## src/rtl/grid_scan_driver.sv

```systemverilog
// Double-buffered 8x8 LED matrix row-scan driver fed by a valid/ready grid bus.
// Optional build macro SCAN_BLANK_EN inserts BLANK_CYCLES dark cycles after every row.
module grid_scan_driver #(
   parameter int DWELL        = 4,
   parameter int BLANK_CYCLES = 1
) (
   input  logic        clk,
   input  logic        reset,
   input  logic [63:0] grid_in,
   input  logic        grid_valid,
   output logic        grid_ready,
   input  logic        enable,
   output logic [7:0]  row_sel,
   output logic [7:0]  col_data,
   output logic        frame_done
);

   // state | meaning
   // IDLE  | matrix dark, waiting for enable and a pending frame
   // SCAN  | row `row` of shadow driven for DWELL cycles
   // BLANK | matrix dark for BLANK_CYCLES after a row (SCAN_BLANK_EN only)
   typedef enum logic [1:0] {IDLE, SCAN, BLANK} state_t;

   localparam logic [15:0] DWELL_TC = 16'(DWELL - 1);
   localparam logic [15:0] BLANK_TC = 16'(BLANK_CYCLES - 1);

   state_t      state, state_nxt;
   logic [15:0] cnt, cnt_nxt;
   logic [2:0]  row, row_nxt;
   logic [63:0] pending, shadow;
   logic        pending_full;
   logic        phase_end, adv, consume, frame_end;

   always_comb begin
      state_nxt = state;
      cnt_nxt   = cnt;
      row_nxt   = row;
      adv       = 1'b0;
      consume   = 1'b0;
      frame_end = 1'b0;
      phase_end = (cnt == ((state == BLANK) ? BLANK_TC : DWELL_TC));
      case (state)
         IDLE: begin
            if (enable && pending_full) begin
               consume   = 1'b1;
               state_nxt = SCAN;
               cnt_nxt   = 16'd0;
               row_nxt   = 3'd0;
            end
         end
         SCAN: begin
            if (phase_end) begin
               cnt_nxt = 16'd0;
`ifdef SCAN_BLANK_EN
               state_nxt = BLANK;
`else
               adv = 1'b1;
`endif
            end else begin
               cnt_nxt = cnt + 16'd1;
            end
         end
         BLANK: begin
            if (phase_end) begin
               cnt_nxt   = 16'd0;
               state_nxt = SCAN;
               adv       = 1'b1;
            end else begin
               cnt_nxt = cnt + 16'd1;
            end
         end
         default: state_nxt = IDLE;
      endcase
      // Row advance; the frame boundary is the only place the shadow may change.
      if (adv) begin
         row_nxt = row + 3'd1;
         if (row == 3'd7) begin
            frame_end = 1'b1;
            if (!enable)
               state_nxt = IDLE;
            else if (pending_full)
               consume = 1'b1;
         end
      end
   end

   always_ff @(posedge clk) begin
      if (reset) begin
         state        <= IDLE;
         cnt          <= 16'd0;
         row          <= 3'd0;
         pending      <= 64'd0;
         shadow       <= 64'd0;
         pending_full <= 1'b0;
         frame_done   <= 1'b0;
      end else begin
         state      <= state_nxt;
         cnt        <= cnt_nxt;
         row        <= row_nxt;
         frame_done <= frame_end;
         if (grid_valid && !pending_full) begin
            pending      <= grid_in;
            pending_full <= 1'b1;
         end else if (consume) begin
            pending_full <= 1'b0;
         end
         if (consume)
            shadow <= pending;
      end
   end

   assign grid_ready = !pending_full;
   assign row_sel    = (state == SCAN) ? (8'd1 << row) : 8'd0;
   assign col_data   = (state == SCAN) ? shadow[{row, 3'b000} +: 8] : 8'd0;

endmodule

```

## config.mk

```make
export PLATFORM = sky130hd
export DESIGN_NAME = grid_scan_driver
export DESIGN_NICKNAME = d
export VERILOG_FILES = /design/src/rtl/grid_scan_driver.sv
export SDC_FILE = /design/constraint.sdc
export NUM_CORES = 1
export LEC_CHECK = 0
export ABC_CLOCK_PERIOD_IN_PS = 2500
export CELL_PAD_IN_SITES_DETAIL_PLACEMENT = 1
export CELL_PAD_IN_SITES_GLOBAL_PLACEMENT = 2
export CORE_MARGIN = 4
export CORE_UTILIZATION = 33
export DETAILED_ROUTE_END_ITERATION = 6
export MAX_ROUTING_LAYER = met4
export PLACE_DENSITY_LB_ADDON = 0.1
export SLEW_MARGIN = 25
export SYNTH_ARGS = -nofsm -noshare
export SYNTH_HDL_FRONTEND = slang
export SYNTH_SLANG_ARGS = --single-unit
```

## constraint.sdc

```tcl
create_clock -name clk -period 2.5 [get_ports clk]
set_input_delay 0.375 -clock clk [delete_from_list [all_inputs] [get_ports clk]]
set_output_delay 0.375 -clock clk [all_outputs]
set_load 0.02 [all_outputs]
```

==> results.tsv <==
stage	metric	value	unit
global_route	GR Overflow Total	0	
cells_and_area	Layout Cells excl Fill	1133	
die	I/O pins	86	
timing	WHS	0.457	ns
synthesis	Post-Syn Instances	793	
synthesis	Synth top cells by count	nand2_1, dfxtp_1, a21oi_1	
synthesis	post-synth top area cell	dfxtp_1	
global_route	All-Layer GR Usage	19.1	%
critical_path	Buf/Inv on CP	2	
critical_path	critical path's slowest cell	mux4_2	
die	Chip Width	150	µm
routing	vias per cell	5.20	
critical_path	Worst Reg-to-Reg Cells	8	
power	power per cell area	674	mW/mm²
power	sequential share of power	45.4	%
critical_path	largest stage delay on the critical path	0.52	ns
clock_network	Sink Count	151	
die	row count	51	
synthesis	flops & latches, synth	151	
global_route	pin count of the biggest net entering global routing	67	
cells_and_area	synth-to-layout area growth	25.6	%
die	Initial Utilization	33.8	%
timing	final setup violation count	0	
power	worst IR drop on VDD	0.416	mV
critical_path	CP max FO	8	
power	Power Internal	4.19	mW
critical_path	Worst EP required	2.12	ns
routing	DR pass1 iterations	4	
synthesis	count of cell types in the netlist	53	
global_route	antenna violations before repair	0	
die	Die ar.	0.0224	mm²
timing	min cycle time layout	2.41	ns
status	status	completed	
cells_and_area	nets@finish	934	
timing	fin crit share	96.4	%
global_route	number of global-route vias before repair	6054	
routing	vias after detailed routing	5891	
clock_network	Clock Latency Late Sink	0.43	ns
routing	post-route ant nets	0	
synthesis	post-synth top area share	45.6	%
global_route	first-pass GRT wire length	33000	µm
synthesis	Mean Syn Cell Area	8.35	µm²
synthesis	asr flop ratio synth	0	%
power	sw frac	25.3	%
synthesis	Post-synth EDFFs	0	
clock_network	TritonCTS Buffers	17	
synthesis	syn_nets	872	
power	leak pwr	2.90	nW
routing	# DRC	0	
power	Sw Pwr	1.42	mW
die	DIE HEIGHT	150	µm
cells_and_area	ratio of cells with drive above 1 in the final layout	11.3	%
clock_network	hold buffer count at CTS	0	
critical_path	Arr. time, crit path	2.04	ns
clock_network	CTS Buffer Depth	2	
timing	Setup WS post-layout	0.0888	ns
timing	final hold viol count	0	
timing	final-report max-slew violation count	0	
cells_and_area	multi-input logic area	0.00326	mm²
clock_network	TritonCTS clock tree	done	
timing	Max-slew headroom	51.0	%
synthesis	Synth warnings	0	
min_path	worst hold-check path type	register to register	
routing	wire per inst	17.8	µm
critical_path	Worst setup SP type	register	
placed_design	port bufs	85	
cells_and_area	fillers	2279	
synthesis	ranking of synthesized cells by area	dfxtp_1, a21oi_1, nand2_1, nand3_1, mux4_2	
critical_path	crit path kind	register to output port	
flow_run	maxcap violations	0	
routing	total detailed-routing wirelength	20200	µm
timing	Fmax	415	MHz
placed_design	dpl cells	1101	
routing	Initial DRC Count	384	
critical_path	CP delay by family, top	multiplexers	
power	Logic pwr share	8.9	%
clock_network	CTS root buf	clkbuf_16	
clock_network	clk slew on worst S/H paths	0.07	ns
synthesis	most frequent cell after synthesis	nand2_1	
synthesis	sequential share of the synthesized area	45.6	%
placed_design	Placer Congestion	0.878	
critical_path	WP depth	5	
placed_design	DP HPWL	13900	µm
timing	unrepaired setup endpoints after global routing	yes	
clock_network	CTS H-tree depth	4	
critical_path	critical-path cell list	buf_6 -> mux4_2 -> nand2_1 -> a21boi_0 -> clkdlybuf4s15_1	
cells_and_area	Ant. Diodes	0	
timing	Fin Clk Skew	0.0102	ns
timing	Worst Tran Pin Value	0.736	ns
cells_and_area	register area	0.00303	mm²
die	Core Footprint	0.0196	mm²
critical_path	endpoint class of the critical path	output port	
synthesis	Cell Area, Synth	0.00662	mm²
placed_design	worst slack at placement	0.0818	ns
min_path	Hold Crit Depth	2	
synthesis	top_reg_cell synth	dfxtp_1	
power	Clock power frac	45.7	%
-- per-layer routing --
| metal | part of all wire [%] | GRT usage [%] | up-vias | routed length (µm) |
|---|---|---|---|---|
| met4 | 1.1 | 4.53 | 0 | 213 |
| met2 | 47 | 29.6 | 91 | 9480 |
| met5 | 0 | - | - | 0 |
| met3 | 3.2 | 3.54 | 19 | 647 |
| li1 | - | - | 2889 | - |
| met1 | 49 | 26.1 | 2892 | 9820 |
-- stage by stage --
stage          power (mW)  utilization [%]  instance area (µm²)  setup TNS (ns)
2_1_floorplan        2.85                -                 6620               0
3_3_place_gp         3.08             39.4                 7710               0
3_5_place_dp         3.10             39.4                 7710               0
4_1_cts              5.68             42.4                 8300               0
5_1_grt              5.84             42.4                 8320        -0.00328
6_report             5.60             42.4                 8320               0
-- logic make-up after synthesis --
group	synth area share, %
XOR/XNOR	0.793
AND/OR/NAND/NOR	21.2
flip-flops	45.6
buffers and inverters	5.71
AO/OA/AOI/OAI	18.8
adder cells (fa/ha/maj)	2.08
multiplexers	5.76
-- power by group through the flow --
stage | registers [mW] | logic, mW | clock network (mW)
after floorplan | 2.57 | 0.281 | 0
after global placement | 2.60 | 0.488 | 0
after detailed placement | 2.60 | 0.504 | 0
after CTS | 2.55 | 0.509 | 2.62
after global routing | 2.55 | 0.558 | 2.73
final | 2.54 | 0.499 | 2.56
-- repair_timing --
item | CTS | global route
setup endpoints to repair | 16 | 8
resized for setup | 24 | 8
endpoints found under the hold margin | 0 | 0
setup buffers | 0 | 0
-- state kept, by name (all words and copies together) (netlist names) --
signal        flops
pending          64
shadow           64
cnt              16
row               3
state             2
frame_done        1
pending_full      1
-- final timing paths --
check | slack, ns | startpoint | end
max | 0.09 | row[0] | col_data[0]
min | 0.46 | pending[30] | pending[30]
max reg2reg | 0.14 | state[0] | row[2]
min reg2reg | 0.46 | pending[30] | pending[30]
-- cell usage in the layout, fill, tap and decap left out, drive strengths merged, types with 4 or more instances in the layout --
master           n
a21boi           8
a21oi          146
and2             7
and3             8
buf             24
clkbuf          18
clkdlybuf4s15    7
clkdlybuf4s50   69
clkinv           5
dfxtp          151
dlygate4sd2      7
ha              11
inv             12
mux4            16
nand2          161
nand3           78
nor2            15
nor3             4
o21ai           69
xor2             5
-- tightest hold or removal path: stages, from the launching register on --
cell and delay, ns:
dfxtp_1 0.31, nand2_1 0.05, a21oi_1 0.05
-- layout make-up --
cell class              count  area share, %
clock buffers              18           5.16
clock inverters            14           1.79
inverters                   8          0.376
multi-input cells         569           39.2
flip-flops and latches    151           36.4
well taps                 265           3.99
repair buffers            108           13.0
Note: power is estimated with default switching activity, not from simulation.
